`src/rtl/ext_mem_pkg.sv`:
```
// rtl/ext_mem_pkg.sv - shared types and constants for the external memory arbiter
package ext_mem_pkg;

    localparam int DEFAULT_LOG2_OF_MEM_HEIGHT = 20;
    localparam int DEFAULT_EXT_MEM_WIDTH      = 32;
    localparam int READ_LATENCY_TOTAL         = 2;

    typedef logic req_id_t;

    localparam req_id_t REQ_COMPUTE = 1'b0;
    localparam req_id_t REQ_HOST    = 1'b1;

    typedef logic [DEFAULT_LOG2_OF_MEM_HEIGHT-1:0] mem_addr_t;

    typedef struct packed {
        logic    valid;
        req_id_t id;
    } rd_tag_t;

endpackage

```
`src/rtl/ext_mem_arbiter_if.sv`:
```
// rtl/ext_mem_arbiter_if.sv - two-requester request/response bus of the memory arbiter
interface ext_mem_arbiter_if
    import ext_mem_pkg::*;
#(
    parameter int LOG2_OF_MEM_HEIGHT = DEFAULT_LOG2_OF_MEM_HEIGHT,
    parameter int EXT_MEM_WIDTH      = DEFAULT_EXT_MEM_WIDTH
) ();
    logic [1:0]                    req_valid;
    logic [1:0]                    req_ready;
    logic [1:0]                    req_we;
    logic [LOG2_OF_MEM_HEIGHT-1:0] req_addr  [2];
    logic [EXT_MEM_WIDTH-1:0]      req_wdata [2];
    logic [1:0]                    rsp_valid;
    logic [EXT_MEM_WIDTH-1:0]      rsp_data;

    modport master (
        output req_valid, req_we, req_addr, req_wdata,
        input  req_ready, rsp_valid, rsp_data
    );

    modport slave (
        input  req_valid, req_we, req_addr, req_wdata,
        output req_ready, rsp_valid, rsp_data
    );
endinterface

```
`src/rtl/rr_arbiter2.sv`:
```
// rtl/rr_arbiter2.sv - two-way round-robin arbiter; pointer passes to the loser on a contended, accepted grant
module rr_arbiter2
    import ext_mem_pkg::*;
(
    input  logic       clk,
    input  logic       arst_n,
    input  logic [1:0] req,
    input  logic       advance,
    output logic [1:0] grant
);
    req_id_t ptr_q;
    req_id_t ptr_d;

    always_ff @(posedge clk or negedge arst_n) begin
        if (!arst_n) begin
            ptr_q <= REQ_COMPUTE;
        end else begin
            ptr_q <= ptr_d;
        end
    end

    always_comb begin
        ptr_d = ptr_q;
        if (advance && (&req)) begin
            ptr_d = ~ptr_q;
        end
    end

    always_comb begin
        grant = req;
        if (&req) begin
            grant = (ptr_q == REQ_HOST) ? 2'b10 : 2'b01;
        end
    end
endmodule

```
`src/rtl/ext_mem_arbiter.sv`:
```
// rtl/ext_mem_arbiter.sv - shares one external memory between compute and host; read and write channels arbitrated independently
module ext_mem_arbiter
    import ext_mem_pkg::*;
#(
    parameter int LOG2_OF_MEM_HEIGHT = DEFAULT_LOG2_OF_MEM_HEIGHT,
    parameter int EXT_MEM_WIDTH      = DEFAULT_EXT_MEM_WIDTH
) (
    input  logic                          clk,
    input  logic                          arst_n_in,
    ext_mem_arbiter_if.slave              bus,
    output logic [LOG2_OF_MEM_HEIGHT-1:0] ext_mem_read_addr,
    input  logic [EXT_MEM_WIDTH-1:0]      ext_mem_qout,
    output logic [LOG2_OF_MEM_HEIGHT-1:0] ext_mem_write_addr,
    output logic [EXT_MEM_WIDTH-1:0]      ext_mem_din,
    output logic                          ext_mem_write_en
);
    logic [1:0] wr_req, rd_req, wr_gnt, rd_gnt;
    req_id_t    wr_id, rd_id;
    logic       hazard, rd_accept, wr_accept;

    logic [LOG2_OF_MEM_HEIGHT-1:0] read_addr_q, read_addr_d;
    logic [LOG2_OF_MEM_HEIGHT-1:0] write_addr_q, write_addr_d;
    logic [EXT_MEM_WIDTH-1:0]      din_q, din_d;
    logic                          write_en_q, write_en_d;
    rd_tag_t                       tag_q [READ_LATENCY_TOTAL];
    rd_tag_t                       tag_d [READ_LATENCY_TOTAL];

    assign wr_req = bus.req_valid & bus.req_we;
    assign rd_req = bus.req_valid & ~bus.req_we;

    rr_arbiter2 u_wr_arb (
        .clk     (clk),
        .arst_n  (arst_n_in),
        .req     (wr_req),
        .advance (1'b1),
        .grant   (wr_gnt)
    );

    rr_arbiter2 u_rd_arb (
        .clk     (clk),
        .arst_n  (arst_n_in),
        .req     (rd_req),
        .advance (rd_accept),
        .grant   (rd_gnt)
    );

    assign wr_id     = wr_gnt[REQ_HOST];
    assign rd_id     = rd_gnt[REQ_HOST];
    assign wr_accept = |wr_gnt;
    // A read racing a write to the same word would sample the memory on the same
    // edge as the write commits, so the read waits one cycle and sees the new data.
    assign hazard    = wr_accept && (|rd_gnt) && (bus.req_addr[wr_id] == bus.req_addr[rd_id]);
    assign rd_accept = (|rd_gnt) && !hazard;

    assign bus.req_ready = wr_gnt | (rd_gnt & {2{rd_accept}});

    always_comb begin
        write_en_d   = wr_accept;
        write_addr_d = write_addr_q;
        din_d        = din_q;
        read_addr_d  = read_addr_q;
        if (wr_accept) begin
            write_addr_d = bus.req_addr[wr_id];
            din_d        = bus.req_wdata[wr_id];
        end
        if (rd_accept) begin
            read_addr_d = bus.req_addr[rd_id];
        end
        tag_d[0] = '{valid: rd_accept, id: rd_id};
        for (int i = 1; i < READ_LATENCY_TOTAL; i++) begin
            tag_d[i] = tag_q[i-1];
        end
    end

    always_ff @(posedge clk or negedge arst_n_in) begin
        if (!arst_n_in) begin
            write_en_q   <= 1'b0;
            write_addr_q <= '0;
            din_q        <= '0;
            read_addr_q  <= '0;
            for (int i = 0; i < READ_LATENCY_TOTAL; i++) begin
                tag_q[i] <= '0;
            end
        end else begin
            write_en_q   <= write_en_d;
            write_addr_q <= write_addr_d;
            din_q        <= din_d;
            read_addr_q  <= read_addr_d;
            for (int i = 0; i < READ_LATENCY_TOTAL; i++) begin
                tag_q[i] <= tag_d[i];
            end
        end
    end

    assign ext_mem_write_en   = write_en_q;
    assign ext_mem_write_addr = write_addr_q;
    assign ext_mem_din        = din_q;
    assign ext_mem_read_addr  = read_addr_q;

    assign bus.rsp_valid = tag_q[READ_LATENCY_TOTAL-1].valid
                         ? {tag_q[READ_LATENCY_TOTAL-1].id, ~tag_q[READ_LATENCY_TOTAL-1].id}
                         : 2'b00;
    assign bus.rsp_data  = tag_q[READ_LATENCY_TOTAL-1].valid ? ext_mem_qout : '0;
endmodule
```
`src/flat_wrapper.sv`:
```
// flat-port wrapper written by rule: the top's interface ports become plain ports
module ext_mem_arbiter_flat import ext_mem_pkg::*;
#(
    parameter int LOG2_OF_MEM_HEIGHT = DEFAULT_LOG2_OF_MEM_HEIGHT,
    parameter int EXT_MEM_WIDTH      = DEFAULT_EXT_MEM_WIDTH
)
  (clk, arst_n_in, ext_mem_read_addr, ext_mem_qout, ext_mem_write_addr, ext_mem_din, ext_mem_write_en, bus_req_valid, bus_req_we, bus_req_addr, bus_req_wdata, bus_req_ready, bus_rsp_valid, bus_rsp_data);
  ext_mem_arbiter_if #(.LOG2_OF_MEM_HEIGHT(LOG2_OF_MEM_HEIGHT), .EXT_MEM_WIDTH(EXT_MEM_WIDTH)) bus_i ();
  input  logic clk;
  input  logic arst_n_in;
  output logic [LOG2_OF_MEM_HEIGHT-1:0] ext_mem_read_addr;
  input  logic [EXT_MEM_WIDTH-1:0] ext_mem_qout;
  output logic [LOG2_OF_MEM_HEIGHT-1:0] ext_mem_write_addr;
  output logic [EXT_MEM_WIDTH-1:0] ext_mem_din;
  output logic ext_mem_write_en;
  input wire logic [$bits(bus_i.req_valid)-1:0] bus_req_valid;
  input wire logic [$bits(bus_i.req_we)-1:0] bus_req_we;
  input wire logic [$bits(bus_i.req_addr)-1:0] bus_req_addr;
  input wire logic [$bits(bus_i.req_wdata)-1:0] bus_req_wdata;
  output wire logic [$bits(bus_i.req_ready)-1:0] bus_req_ready;
  output wire logic [$bits(bus_i.rsp_valid)-1:0] bus_rsp_valid;
  output wire logic [$bits(bus_i.rsp_data)-1:0] bus_rsp_data;
  assign bus_i.req_valid = bus_req_valid;
  assign bus_i.req_we = bus_req_we;
  assign bus_i.req_addr = {>>{bus_req_addr}};
  assign bus_i.req_wdata = {>>{bus_req_wdata}};
  assign bus_req_ready = bus_i.req_ready;
  assign bus_rsp_valid = bus_i.rsp_valid;
  assign bus_rsp_data = bus_i.rsp_data;
  ext_mem_arbiter #(.LOG2_OF_MEM_HEIGHT(LOG2_OF_MEM_HEIGHT), .EXT_MEM_WIDTH(EXT_MEM_WIDTH)) u_core (.clk(clk), .arst_n_in(arst_n_in), .bus(bus_i), .ext_mem_read_addr(ext_mem_read_addr), .ext_mem_qout(ext_mem_qout), .ext_mem_write_addr(ext_mem_write_addr), .ext_mem_din(ext_mem_din), .ext_mem_write_en(ext_mem_write_en));
endmodule
```
`config.mk`:
```
export PLATFORM = sky130hd
export DESIGN_NAME = ext_mem_arbiter_flat
export DESIGN_NICKNAME = d
export VERILOG_FILES = /design/src/rtl/ext_mem_pkg.sv /design/src/rtl/ext_mem_arbiter_if.sv /design/src/rtl/rr_arbiter2.sv /design/src/rtl/ext_mem_arbiter.sv /design/src/flat_wrapper.sv
export SDC_FILE = /design/constraint.sdc
export NUM_CORES = 1
export LEC_CHECK = 0
export ABC_AREA = 0
export ABC_CLOCK_PERIOD_IN_PS = 2000
export CORE_MARGIN = 5
export CORE_UTILIZATION = 34
export DETAILED_ROUTE_END_ITERATION = 6
export GPL_TIMING_DRIVEN = 1
export PLACE_DENSITY = 0.78
export SETUP_SLACK_MARGIN = 0.15
export SKIP_LAST_GASP = 1
export SLEW_MARGIN = 20
export SYNTH_ARGS = -nofsm -noshare
export SYNTH_HDL_FRONTEND = slang
export SYNTH_SLANG_ARGS = --single-unit
```
`constraint.sdc`:
```
create_clock -name clk -period 2 [get_ports clk]
set_input_delay 0.4 -clock clk [delete_from_list [all_inputs] [get_ports clk]]
set_output_delay 0.4 -clock clk [all_outputs]
set_load 0.005 [all_outputs]
```
### Word-level counts from Yosys, hierarchy flattened

Cells that the tools add are included.

| word-level totals | value |
|---|---|
| memories | 0 |
| bits of input ports | 142 |
| RAM bits | 0 |
| latch bits | 0 |
| ROM bits | 0 |
| register bits | 79 |
| logic and storage cells | 47 |

| operators by class | value |
|---|---|
| eq/ne operators | 1 |
| order comparisons | 2 |
| div/mod/pow operators | 0 |
| shift operators | 0 |
| bitwise gates (word level) | 10 |
| add/sub/neg operators | 0 |
| multiply operators | 0 |
| reductions and logical operators | 9 |
| mux-type cells | 15 |

Operators by type and width:

| kind | count |
|---|---|
| $mux W32 | 4 |
| $mux W20 | 6 |
| $eq A20 B20 Y1 | 1 |
| $mux W2 | 5 |
| $and A2 B2 Y2 | 3 |
| $ge A2 B2 Y1 const B | 2 |
| $logic_and A1 B1 Y1 | 4 |
| $not A1 Y2 | 2 |
| $reduce_and A2 Y1 | 2 |
| $reduce_or A2 Y1 | 2 |
| $not A1 Y1 | 3 |
| $not A2 Y2 | 1 |
| $or A2 B2 Y2 | 1 |
| $logic_not A1 Y1 | 1 |

### Depth between registers and ports, before layout

Gate-level depths: netlist of run 1.

| logic depth | value |
|---|---|
| word-level depth | 14 |
| gate-level depth with buffers | 7 |
| depth with buffers taken out | 6 |

### Modules after synthesis

From an unflattened synthesis of run 1, not the netlist that was laid out.

| second synthesis, totals | value |
|---|---|
| cell total of the unflattened synthesis | 461 |
| area total of the unflattened synthesis | 4460.5 µm² |

Modules (own cells, without submodules):

| module | times used | sequential area each (µm²) | area an instance (µm²) | cells an instance |
|---|---|---|---|---|
| ext_mem_arbiter | 1 | 1926.8 | 4345.4 | 449 |
| rr_arbiter2 | 2 | 25.0 | 57.6 | 6 |

### Worst setup path after synthesis of run 1

Ideal clock, no wire load.

| timing | value |
|---|---|
| kind | in2reg |
| start | input bus_req_we[1] |
| end | register u_core.read_addr_q[0], in the netlist u_core.ext_mem_read_addr[0] |
| buffers on the path | 1 |
| setup time | 0.125 ns |
| cell stages on the path | 7 |
| arrival time | 1.897 ns |
| slack | -0.022 ns |
| cell sequence | nand2b_1 > a21oi_4 > mux2i_1 > o211ai_2 > a22oi_2 > buf_6 > mux2_4 |

| on the way | value |
|---|---|
| longest elaborated chain between the ends | 12 |

Ends and longest elaborated chain:

| element | line | text |
|---|---|---|
| start, declared | flat_wrapper.sv:17 | `input wire logic [$bits(bus_i.req_we)-1:0] bus_req_we;` |
| $not A2 Y2 | ext_mem_arbiter.sv:29 | `assign rd_req = bus.req_valid & ~bus.req_we;` |
| $and A2 B2 Y2 | ext_mem_arbiter.sv:29 |  |
| $reduce_and A2 Y1 | rr_arbiter2.sv:31 | `if (&req) begin` |
| $mux W2 | rr_arbiter2.sv:31 |  |
| $not A1 Y2 (not written as such) | ext_mem_arbiter.sv:52, ext_mem_arbiter.sv:67 |  |
| $mux W20 (not written as such) (3 in series) | ext_mem_arbiter.sv:52, ext_mem_arbiter.sv:67 |  |
| $eq A20 B20 Y1 | ext_mem_arbiter.sv:52 | `assign hazard = wr_accept && (\|rd_gnt) && (bus.req_addr[wr_id] == bus.req_addr[rd_id]);` |
| $logic_and A1 B1 Y1 | ext_mem_arbiter.sv:52 |  |
| $logic_not A1 Y1 | ext_mem_arbiter.sv:53 | `assign rd_accept = (\|rd_gnt) && !hazard;` |
| $logic_and A1 B1 Y1 | ext_mem_arbiter.sv:53 |  |
| end signal, assigned | ext_mem_arbiter.sv:88 | `read_addr_q <= read_addr_d;` |
| end, declared | ext_mem_arbiter.sv:21 | `logic [LOG2_OF_MEM_HEIGHT-1:0] read_addr_q, read_addr_d;` |

Parallel ways exist; a longest one is shown, timed or not. The select of a mux whose other input is x is not followed.
A chain may end at the register's enable or synchronous reset.

### Worst setup path in the final report of run 1

| timing | value |
|---|---|
| start | input bus_req_addr[35] |
| end | output bus_req_ready[0] |

| on the way | value |
|---|---|
| longest elaborated chain between the ends | 9 |

Ends and longest elaborated chain:

| element | line | text |
|---|---|---|
| start, declared | flat_wrapper.sv:18 | `input wire logic [$bits(bus_i.req_addr)-1:0] bus_req_addr;` |
| $mux W20 (not written as such) (3 in series) | ext_mem_arbiter.sv:52 |  |
| $eq A20 B20 Y1 (*) | ext_mem_arbiter.sv:52 |  |
| $logic_and A1 B1 Y1 (*) | ext_mem_arbiter.sv:52 |  |
| $logic_not A1 Y1 (*) | ext_mem_arbiter.sv:53 |  |
| $logic_and A1 B1 Y1 (*) | ext_mem_arbiter.sv:53 |  |
| $and A2 B2 Y2 (*) | ext_mem_arbiter.sv:55 | `assign bus.req_ready = wr_gnt \| (rd_gnt & {2{rd_accept}});` |
| $or A2 B2 Y2 (*) | ext_mem_arbiter.sv:55 |  |
| end, declared | flat_wrapper.sv:20 | `output wire logic [$bits(bus_i.req_ready)-1:0] bus_req_ready;` |

Mark *: on every way between the ends. The rest lies on a longest branch, timed or not. The select of a mux whose other input is x is not followed.

==> run summary, run 1 <==
======================================================================================
Final max-slew violation count                                                       0
Net count, final                                                                   808
Most repeated library cell on the critical path                           sky130_fd_sc_hd__buf_6
Worst hold slack                                                              0.346 ns
Distinct cell type count after synthesis                                            35
Worst Slack Setup Final                                                      -0.353 ns
Maximum capacitance violations                                                       0
Setup tns final                                                               -5.29 ns
Routed length on met1                                                          5710 um
Hold path depth                                                                      0
Biggest cell delay along the critical path                                     0.39 ns
Total vias in the final route                                                     4085
Share of the clock period used by the worst path after layout                     118%
Met2 Routed Length                                                             8590 um
Number of fillers in the final layout                                              913
DRC violations left                                                                  1
Worst reg2reg path endpoint                                               u_core.ext_mem_read_addr[8]
Max Root-Sink Buffers                                                                2
Total length of routed wires                                                  16000 um
Reg2reg start                                                             u_core.u_rd_arb.ptr_q
Global-route wire length before repair                                        24800 um
First-iteration detailed-routing DRC count                                         256
TritonCTS clock tree                                                             built
X dimension of the die                                                          120 um
Sequential share of the synthesized area                                         48.2%
Data arrival time of the critical path                                         1.95 ns
Buffers added on ports                                                             250
Net Count, Synth                                                                   506
Synthesized instance count                                                         364
Min-delay worst type                                                      flip-flop to flip-flop
Layout Area Growth over Synthesis                                                86.0%
Initial antenna violation count                                                      1
Cell at the root of the clock tree                                        sky130_fd_sc_hd__clkbuf_16
Clock-pin slew on the worst setup and hold paths                               0.06 ns
Number of hold-slack violations in the final timing report                           0
Clock buffers created by TritonCTS                                                   9
Flop-to-flop setup slack                                                      -0.25 ns
Highest metal layer used by the detailed router                                   met5
Synth Cell Area                                                           0.00410 sq mm
Lkg Pwr                                                                        3.60 nW
Share of the core filled with cells in the final layout                          64.0%
Clock latency reported for the late side of the worst-skew pair                0.33 ns
Sort of element at the start of the critical path                           input port
Synth Register Bits                                                                 79
Final setup violation count                                                         22
Destination of the worst hold path                                        u_core.tag_q[0]
Site row count                                                                      40
Power density cells                                                        742 mW/mm^2
All-Layer GR Usage                                                               22.2%
Post-DR wirelength/cell                                                        19.6 um
Level count of the clock H-tree                                                      3
Critical path type                                                        input port to output pin
Die footprint                                                             0.0143 sq mm
Max FO, Critical Path                                                                3
Minimum period implied by the final worst setup slack                          2.35 ns
Final GP Congestion                                                              0.815
Maximum clock rate                                                             425 MHz
Library cell contributing the largest single delay on the critical path   sky130_fd_sc_hd__a2111oi_4
Cell breakdown of the critical path                                       buf_6 > nor2b_4 > a2111oi_4 > a31oi_1 > a211oi_2 > nand2_1 > buf_4 > a21o_1 > buf_6
Worst vdd rail ir drop                                                          424 uV
Outcome                                                                   finished with violations
Via count of the first global-routing pass                                        4402
Number of clock sinks                                                               79
Synthesis warning total                                                              0
Worst max-slew margin expressed relative to the limit                            50.3%
Synthesized area divided by synthesized cell count                          11.3 sq um
Crit path capture type                                                      output pin
Layout Skew                                                                 0.00261 ns
Worst-margin pin slew                                                         0.746 ns
Setup repair after global routing missed its margin                                yes
Die height                                                                      120 um
Antenna violation net count after detailed routing                                   0
Remaining global-route overflow                                                      0
Share of post-route cells with drive strength above 1                            28.2%
Maximum number of pins on one net before global-route repair                        74
Number of vias per cell                                                           4.99
Initial core utilization                                                         34.4%
Violations in the final reports                                           design-rule violations, negative setup slack
Pre-CTS setup slack                                                           -1.09 ns
Beginning of the worst hold path                                          u_core.tag_d[0]
Met3 WL post-DR                                                                1480 um
Estimated wirelength of the detail-placed design                              11900 um
1st-pass router iterations                                                           7
Ports placed on the boundary                                                       251
Placeable core area                                                       0.0119 sq mm
Diode count                                                                          0
Required time of the critical path                                             1.60 ns
Number of cells on the worst reg-to-reg path                                        12
======================================================================================
area by class of cell:
type                       count  area [sq um]  share of cell area (%)
timing repair buffer         314          2970                    39.0
multi-input combinational    226          2060                    27.0
sequential                    79          1980                    26.0
clock buffer                  12           246                    3.23
tap                          147           184                    2.41
inverter                      36           135                    1.77
clock inverter                 4          45.0                   0.591
layout by cell type, fill, tap and decap left out, drive strengths merged, types with 20 or more instances in the layout:
| master | count |
|---|---|
| a222oi | 32 |
| and2 | 34 |
| buf | 85 |
| clkbuf | 30 |
| clkdlybuf4s50 | 169 |
| dfrtp | 79 |
| dlygate4sd2 | 28 |
| inv | 36 |
| mux2 | 39 |
| mux2i | 20 |
| nand2 | 25 |
| o21ai | 22 |
state kept, by name, indices dropped and copies added, names as in the netlist:
name                       flops
u_core.u_rd_arb.ptr_q          1
u_core.ext_mem_write_addr     20
u_core.tag_d                   2
u_core.u_wr_arb.ptr_q          1
u_core.tag_q                   2
u_core.ext_mem_din            32
u_core.ext_mem_read_addr      20
u_core.ext_mem_write_en        1
synthesized netlist by cell type:
| master | n | area, sq um |
|---|---|---|
| sky130_fd_sc_hd__a2111oi_4 | 1 | 27.5 |
| sky130_fd_sc_hd__a211oi_2 | 1 | 12.5 |
| sky130_fd_sc_hd__a21o_1 | 2 | 15.0 |
| sky130_fd_sc_hd__a21oi_1 | 2 | 10.0 |
| sky130_fd_sc_hd__a21oi_4 | 1 | 16.3 |
| sky130_fd_sc_hd__a222oi_1 | 32 | 320 |
| sky130_fd_sc_hd__a22oi_2 | 1 | 12.5 |
| sky130_fd_sc_hd__a31oi_1 | 3 | 18.8 |
| sky130_fd_sc_hd__and2_1 | 34 | 213 |
| sky130_fd_sc_hd__buf_1 | 1 | 3.75 |
| sky130_fd_sc_hd__buf_2 | 2 | 10.0 |
| sky130_fd_sc_hd__buf_6 | 2 | 22.5 |
| sky130_fd_sc_hd__clkbuf_1 | 18 | 67.6 |
| sky130_fd_sc_hd__dfrtp_1 | 79 | 1980 |
| sky130_fd_sc_hd__inv_1 | 35 | 131 |
| sky130_fd_sc_hd__inv_2 | 1 | 3.75 |
| sky130_fd_sc_hd__mux2_1 | 1 | 11.3 |
| sky130_fd_sc_hd__mux2_2 | 19 | 214 |
| sky130_fd_sc_hd__mux2_4 | 19 | 285 |
| sky130_fd_sc_hd__mux2i_1 | 20 | 200 |
| sky130_fd_sc_hd__nand2_1 | 25 | 93.8 |
| sky130_fd_sc_hd__nand2b_1 | 5 | 31.3 |
| sky130_fd_sc_hd__nand3_1 | 2 | 10.0 |
| sky130_fd_sc_hd__nor2_1 | 7 | 26.3 |
| sky130_fd_sc_hd__nor2b_1 | 4 | 25.0 |
| sky130_fd_sc_hd__nor3_1 | 2 | 10.0 |
| sky130_fd_sc_hd__nor4_1 | 1 | 6.26 |
| sky130_fd_sc_hd__nor4_4 | 1 | 21.3 |
| sky130_fd_sc_hd__o2111a_1 | 2 | 22.5 |
| sky130_fd_sc_hd__o211ai_2 | 1 | 12.5 |
| sky130_fd_sc_hd__o21ai_0 | 10 | 50.1 |
| sky130_fd_sc_hd__o21ai_1 | 12 | 60.1 |
| sky130_fd_sc_hd__o21bai_1 | 1 | 7.51 |
| sky130_fd_sc_hd__xnor2_1 | 3 | 26.3 |
| sky130_fd_sc_hd__xor2_1 | 14 | 123 |
kinds of logic after synthesis:
| group | count (synthesis) | synth area share, % |
|---|---|---|
| and+or+nand+nor | 81 | 10.7 |
| xor gates and xnor gates | 17 | 3.63 |
| buffers and inverters | 59 | 5.83 |
| DFF | 79 | 48.2 |
| muxes | 59 | 17.3 |
| AOI/OAI and AO/OA | 69 | 14.3 |
where the power goes:
| group | internal (mW) | leakage, nW | switching, mW | total [mW] |
|---|---|---|---|---|
| Clock | 0.995 | 0.146 | 0.615 | 1.61 |
| Combinational | 1.25 | 2.50 | 0.733 | 1.99 |
| Sequential | 1.88 | 0.958 | 0.175 | 2.06 |
| Total | 4.13 | 3.60 | 1.52 | 5.66 |
layer usage:
metal  track usage, %  up-vias
li1                 -     1893
met1             23.5     1963
met2             41.8      209
met3             7.78       18
met4             5.37        2
met5                0        -
stage by stage:
| step | cells | power (mW) | area, sq um |
|---|---|---|---|
| floorplan | 364 | 2.71 | 4120 |
| global placement | 784 | 3.93 | 7090 |
| detailed placement | 784 | 3.98 | 7090 |
| CTS | 814 | 5.69 | 7620 |
| global route | 818 | 5.95 | 7620 |
| finish | 818 | 5.66 | 7620 |
repair_timing:
item                       4_1_cts  5_1_grt
resized for setup              196       48
pin swaps                       22        6
gates cloned                     4        1
hold buffers                     1        0
setup buffers                    9        3
hold endpoints to repair        11        0
setup endpoints to repair       97       45
worst max-delay path, delay by kind of cell:
kind,cells,cell delay [ns]
and+or+nand+nor,2,0.23
AOI/OAI and AO/OA,4,0.95
buffers and inverters,3,0.37
worst max path at each step:
stage	end	startpoint	slack, ns
after floorplan	u_core.ext_mem_read_addr[0]	bus_req_we[1]	0.04
final	bus_req_ready[0]	bus_req_addr[35]	-0.35
after global routing	bus_req_ready[0]	bus_req_addr[35]	-0.48
after detailed placement	bus_req_ready[0]	bus_req_addr[0]	-1.09
after global placement	bus_req_ready[0]	bus_req_addr[20]	-1.10
after CTS	bus_req_ready[0]	bus_req_addr[1]	-0.30
Power figures use the tool's default switching activity.
==> inputs of run 2 (changes only) <==
Settings changed: ABC_CLOCK_PERIOD_IN_PS 2000 to 2500, CORE_UTILIZATION 34 to 39, PLACE_DENSITY 0.78 to 0.81, SYNTH_HIERARCHICAL set to 1.
Clock period 2 ns to 2.5 ns, I/O delays scaled along.
==> run 2 against run 1 <==
Against the previous run: total power decreased by 7.6%; register-to-register slack gained 0.28 ns; die area is 4.7% lower; clock power decreased by 17%; wire length rose by 8.4%; final area is 5.4% higher; first-iteration DRC count increased by 4.3%; cell count grew 13%; the run ends with negative setup slack left.
==> run summary, run 2 <==
======================================================================================
Worst-margin pin slew                                                         0.618 ns   -0.128 ns
Cell breakdown of the critical path                                       buf_6 > nor2b_4 > a221o_1 > a221oi_4 > buf_6 > nand3_2 > o22a_2 > nor3_4 > o21bai_2 > buf_2
Share of post-route cells with drive strength above 1                            23.9%   -4.2 points
Die footprint                                                             0.0137 sq mm   -4.7%
Synth Register Bits                                                                 79   unchanged
Number of buffers inserted by hold repair at cts                                     0   -1
Max Root-Sink Buffers                                                                2   unchanged
Outcome                                                                   finished with violations
Worst Slack Setup Final                                                      -0.150 ns   +0.202 ns
Cell at the root of the clock tree                                        sky130_fd_sc_hd__clkbuf_16
Final setup violation count                                                          3   -86%
Violations in the final reports                                           negative setup slack
Clock buffers created by TritonCTS                                                   9   unchanged
Number of hold-slack violations in the final timing report                           0   unchanged
Critical path type                                                        input port to output pin
Sort of element at the start of the critical path                           input port
Share of the clock period used by the worst path after layout                     106%
Lkg Pwr                                                                        3.41 nW   -5.4%
First-iteration detailed-routing DRC count                                         267   +4.3%
Power density cells                                                        651 mW/mm^2   -12%
Final GP Congestion                                                              0.882   +8.2%
Sequential share of the synthesized area                                         44.3%   -3.9 points
Synthesized area divided by synthesized cell count                          9.68 sq um   -14%
Number of vias per cell                                                           5.22   +4.5%
Synthesized instance count                                                         461   +27%
Distinct cell type count after synthesis                                            43   +23%
1st-pass router iterations                                                           6   -1
TritonCTS clock tree                                                             built
Most common library cells after synthesis                                 sky130_fd_sc_hd__dfrtp_1, sky130_fd_sc_hd__o21ai_0, sky130_fd_sc_hd__nand2_1, sky130_fd_sc_hd__mux2i_1, sky130_fd_sc_hd__o22ai_1
DRC violations left                                                                  0   -1
Remaining global-route overflow                                                      0   unchanged
Post-DR wirelength/cell                                                        18.8 um   -3.8%
Clock-pin slew on the worst setup and hold paths                               0.06 ns   about the same
Library cell contributing the largest single delay on the critical path   sky130_fd_sc_hd__a221o_1
Layout Skew                                                                 0.00646 ns   +0.00385 ns
Worst vdd rail ir drop                                                          346 uV   -18%
Synth Cell Area                                                           0.00446 sq mm   +8.9%
Final max-slew violation count                                                       0   unchanged
All-Layer GR Usage                                                               24.7%   +2.5 points
Most repeated library cell on the critical path                           sky130_fd_sc_hd__buf_6
Site row count                                                                      39   -2.5%
Max FO, Critical Path                                                                3   unchanged
Net Count, Synth                                                                   603   +19%
Pre-CTS setup slack                                                          -0.983 ns   +0.105 ns
Cell with the most instances after synthesis                              sky130_fd_sc_hd__dfrtp_1
Share of the core filled with cells in the final layout                          71.0%   +7.0 points
Setup repair after global routing missed its margin                                yes
Max reg flops                                                                       32   unchanged
Layout Area Growth over Synthesis                                                80.1%
Via count of the first global-routing pass                                        5066   +15%
Initial antenna violation count                                                      1   unchanged
Net count, final                                                                   915   +13%
Synthesis warning total                                                              6   +6
Data arrival time of the critical path                                         2.15 ns   +0.20 ns
X dimension of the die                                                          117 um   -2.4%
Largest cells by area after synthesis                                     sky130_fd_sc_hd__dfrtp_1, sky130_fd_sc_hd__mux2i_1, sky130_fd_sc_hd__o22ai_1
Clock latency reported for the late side of the worst-skew pair                0.34 ns   about the same
Placeable core area                                                       0.0113 sq mm   -5.0%
Antenna violation net count after detailed routing                                   0   unchanged
Prevailing post-synth register cell                                       sky130_fd_sc_hd__dfrtp_1
Required time of the critical path                                             2.00 ns   +0.40 ns
Global-route wire length before repair                                        26100 um   +5.5%
Commonest non-fill, non-tap cells in the layout                           sky130_fd_sc_hd__clkdlybuf4s50_1, sky130_fd_sc_hd__dfrtp_1, sky130_fd_sc_hd__buf_4
Most common library cell in the layout ignoring fill and taps             sky130_fd_sc_hd__clkdlybuf4s50_1
Die height                                                                      117 um   -2.4%
Async set or reset register ratio after synthesis                                 100%   unchanged
Fraction of post-synthesis cell area in the top cell type by area                44.3%   -3.9 points
Total length of routed wires                                                  17300 um   +8.4%
Cell accounting for the most synthesized area                             sky130_fd_sc_hd__dfrtp_1
Biggest cell delay along the critical path                                     0.31 ns   -0.08 ns
Worst max-slew margin expressed relative to the limit                            58.8%   +8.6 points
Total vias in the final route                                                     4807   +18%
Number of clock sinks                                                               79   unchanged
Non-Filler Cell Area, Final                                               0.00803 sq mm   +5.4%
Initial core utilization                                                         39.4%   +5.0 points
Min-delay worst type                                                      input port to asynchronous set/reset pin
Maximum clock rate                                                             377 MHz
Maximum capacitance violations                                                       0   unchanged
Level count of the clock H-tree                                                      3   unchanged
Estimated wirelength of the detail-placed design                              12900 um   +8.4%
Number of flops mapped to enable cells by yosys                                      0   unchanged
Post-placement cell area                                                  0.00757 sq mm   +6.8%
Buffers added on ports                                                             250   unchanged
Crit path capture type                                                      output pin
Minimum period implied by the final worst setup slack                          2.65 ns
Ports placed on the boundary                                                       251   unchanged
Maximum number of pins on one net before global-route repair                        60   -19%
======================================================================================
## run 2: changes by cell type after synthesis, sizes merged, moves of 19 or more
cell | previous run | this run
a211oi | 1 | 20
a222oi | 32 | 1
mux2 | 39 | 0
mux2i | 20 | 52
nand2 | 25 | 53
o21ai | 22 | 55
o22ai | 0 | 44
## run 2: area by class of cell
class / instances / area, sq um
timing repair buffer: 332 / 3050
inverter: 35 / 131
antenna: 1 / 2.50
sequential: 79 / 1980
clock buffer: 11 / 253
clock inverter: 4 / 45.0
fill: 815 / 3290
tap: 143 / 179
multi-input combinational: 316 / 2400
## run 2: timing repair
item / 4_1_cts / 5_1_grt
buffers inserted: 9 / 1
pin swaps: 27 / 8
resized for setup: 152 / 13
endpoints found under the setup margin: 24 / 15
## run 2: critical path: cells and delay by family
kind                   cells  cell delay, ns
AO/OA/AOI/OAI              4            0.88
buffers and inverters      3            0.37
AND/OR/NAND/NOR            3            0.39
## run 2: path summary, 6_finish.rpt
path,endpoint,cells past startpoint,from,slack (ns)
setup / recovery,bus_req_ready[0],10,bus_req_addr[37],-0.15
hold / removal,u_core/ext_mem_write_addr[11],1,arst_n_in,0.13
setup reg to reg,u_core/u_rd_arb/ptr_q,11,u_core/u_wr_arb/ptr_q,0.03
hold reg to reg,u_core/tag_q[1],0,u_core/tag_d[1],0.35
max in group asynchronous,u_core/ext_mem_din[13],2,arst_n_in,1.73
min in group clk,u_core/tag_q[1],0,u_core/tag_d[1],0.35
## run 2: kinds of logic (layout without fill, tap and decap cells)
logic type	after synthesis	count (layout)	synth area share [%]
buffers and inverters	66	382	6.51
other	1	2	0.0841
xor gates and xnor gates	12	12	2.36
DFF	79	79	44.3
and+or+nand+nor	114	114	13.3
AOI/OAI and AO/OA	137	137	21.8
muxes	52	52	11.7
## run 2: routing by layer
metal,GRT usage [%],part of all wire [%]
met4,9.48,2.9
met5,0,0
met3,6.38,9.3
met1,27.3,36
met2,45.1,51
## run 2: metrics by stage
stage	total power, mW	setup TNS [ns]	instances	hold WS [ns]
detailed placement	3.86	-15.09	895	0.337
finish	5.23	-0.345	921	0.132
global placement	3.80	-13.68	895	0.339
floorplan	2.53	-0.0740	461	0.204
global route	5.50	-0.568	921	0.177
CTS	5.23	-0.151	919	0.162
## run 2: where the power goes
group	leakage [nW]	switching (mW)	internal, mW
Combinational	2.31	0.871	1.23
Clock	0.151	0.511	0.817
Sequential	0.948	0.203	1.59
==> edit: new RTL, flow settings as in run 2 <==
`write_addr_q`, `din_q` and `read_addr_q` no longer have a reset.
--- a/src/rtl/ext_mem_arbiter.sv
+++ b/src/rtl/ext_mem_arbiter.sv
@@ -75,21 +75,21 @@
     always_ff @(posedge clk or negedge arst_n_in) begin
         if (!arst_n_in) begin
             write_en_q   <= 1'b0;
-            write_addr_q <= '0;
-            din_q        <= '0;
-            read_addr_q  <= '0;
             for (int i = 0; i < READ_LATENCY_TOTAL; i++) begin
                 tag_q[i] <= '0;
             end
         end else begin
             write_en_q   <= write_en_d;
-            write_addr_q <= write_addr_d;
-            din_q        <= din_d;
-            read_addr_q  <= read_addr_d;
             for (int i = 0; i < READ_LATENCY_TOTAL; i++) begin
                 tag_q[i] <= tag_d[i];
             end
         end
+    end
+
+    always_ff @(posedge clk) begin
+        write_addr_q <= write_addr_d;
+        din_q        <= din_d;
+        read_addr_q  <= read_addr_d;
     end
 
     assign ext_mem_write_en   = write_en_q;
Function: changed (Yosys sat finds a counterexample within 4 cycles, from zero or initial values and one cycle with arst_n_in low).
==> edit against run 2 <==
  * The flow still finishes with violations (negative setup slack)
  * Global-route usage decreased by 4.3 points
  * Sequential cell count unchanged
  * Via count decreased by 29%
  * Area after synthesis decreased by 13%
  * Synthesized cell count decreased by 41%
  * Power decreased by 27%
  * Sequential share of layout area increased by 7.6 points
  * Register-to-register slack improved by 430 ps
  * Final area decreased by 9.5%
  * Worst setup slack got worse by 200 ps
  * First-iteration DRC count decreased by 38%
  * Largest power group is now sequential cells
  * Largest cell class unchanged
  * Wire length decreased by 25%
==> edit: results (changes against run 2) <==
Drt
  – Vias: 3432 (was 4807)
  – Drt initial violations: 166 (was 267)
  – WL per Instance: 18.1 um (was 18.8 um)
  – DRT Pass-1 Iters: 4 (was 6)
  – WL met2: 6970 um (was 8920 um)
  – DRT met1 WL: 4310 um (was 6300 um)

Worst setup path
  – Critical Path Max Stage Delay: 520 ps (was 310 ps)
  – R2R setup slack: 460 ps (was 30 ps)
  – CP top delay family: simple AND/OR/NAND/NOR gates (was compound AO/OA/AOI/OAI gates)
  – Worst-path fanout max: 2 (was 3)

Logic synthesis
  – Post-synth EDFFs: 72 (was 0)
  – Count of cell types in the netlist: 34 (was 43)
  – Dominant synthesized flop cell: edfxtp_1 (was dfrtp_1)
  – Top cells by count, synth: edfxtp_1, mux2_1, and2_1, mux2_2, inv_1 (was dfrtp_1, o21ai_0, nand2_1, mux2i_1, o22ai_1)
  – Net Count, Synth: 412 (was 603)
  – Asr flop ratio synth: 8.86% (was 100%)
  – Register area share after synthesis: 60.3% (was 44.3%)
  – Largest cells by area after synthesis: edfxtp_1, mux2_1, mux2_2, and2_1, dfrtp_1 (was dfrtp_1, mux2i_1, o22ai_1, o21ai_0, a211oi_2)

Run status
  – Violated checks: negative setup slack (unchanged)
  – Status: finished, violations left (unchanged)

STA
  – Worst Setup Slack, final: -354 ps (was -150 ps)
  – Final setup TNS: -579 ps (was -345 ps)
  – Final setup violation count: 2 (was 3)
  – Setup Skew: 14.1 ps (was 6.46 ps)

Pwr
  – VDD IR max: 0.357 mV (was 0.346 mV)
  – Seq pwr: 1.69 mW (was 1.80 mW)
  – Leakage: 2.82 nW (was 3.41 nW)

Finish
  – P&R area growth vs syn: 87.6% (was 80.1%)
  – Fillers: 662 (was 815)
  – Final cell count without fillers: 717 (was 921)

GRT
  – Met3 global-route usage: 7.75% (was 6.38%)
  – Met2 global-route usage: 38.0% (was 45.1%)

Place
  – GP Congestion: 0.852 (was 0.882)
  – Place WS: -1150 ps (was -983 ps)

CTS
  – Root buffer cell: clkbuf_8 (was clkbuf_16)
  – Post-CTS sizing: 140 (was 152)

Min path
  – Worst min path class: flop to flop (was primary input to async pin)
[edit: changes by cell type after synthesis, moves of 20 or more]
cell / delta
inv_1: -23
o22ai_1: -41
a211oi_2: -20
edfxtp_1: +72
dfrtp_1: -72
nand2_1: -45
o21ai_0: -47
mux2i_1: -52
mux2_1: +46
mux2_2: +20
[edit: layout make-up]
cell class | count | share of cell area (%)
Timing Repair Buffer | 306 | 39.4
Sequential cell | 79 | 32.2
Multi-Input combinational cell | 167 | 22.2
Tap cell | 133 | 2.29
Clock buffer | 11 | 1.81
Clock inverter | 5 | 1.14
Inverter | 13 | 0.946
Antenna cell | 3 | 0.103
[edit: worst reg2reg max path: stages, from the launching register on]
cell and delay, ps:
dfrtp_1 430, a21boi_4 180, inv_2 60, nor2_2 130, a32oi_2 80, a21oi_2 130
nor2_1 50, or3_4 380, buf_4 160, o21a_4 180, nand3_2 80, xnor2_1 110
[edit: cell families after synthesis]
| family | count (synthesis) | share of synthesized area [%] |
|---|---|---|
| AO/OA/AOI/OAI | 28 | 5.00 |
| multiplexers | 66 | 19.2 |
| other | 1 | 0.0968 |
| flip-flops | 79 | 60.3 |
| AND/OR/NAND/NOR | 57 | 9.04 |
| buffers and inverters | 25 | 2.62 |
| XOR/XNOR | 14 | 3.75 |
[edit: how the worst max path moves through the flow]
stage / startpoint / to / slack [ps] / depth (start not counted)
final: bus_req_addr[4] / bus_req_ready[0] / -350 / 9
after global routing: bus_req_addr[33] / bus_req_ready[0] / -420 / 9
after CTS: bus_req_addr[14] / bus_req_ready[0] / -340 / 9
after detailed placement: bus_req_addr[9] / bus_req_ready[0] / -1150 / 9
after global placement: bus_req_addr[9] / bus_req_ready[0] / -1090 / 9
after floorplan: bus_req_addr[9] / bus_req_ready[0] / 60 / 7
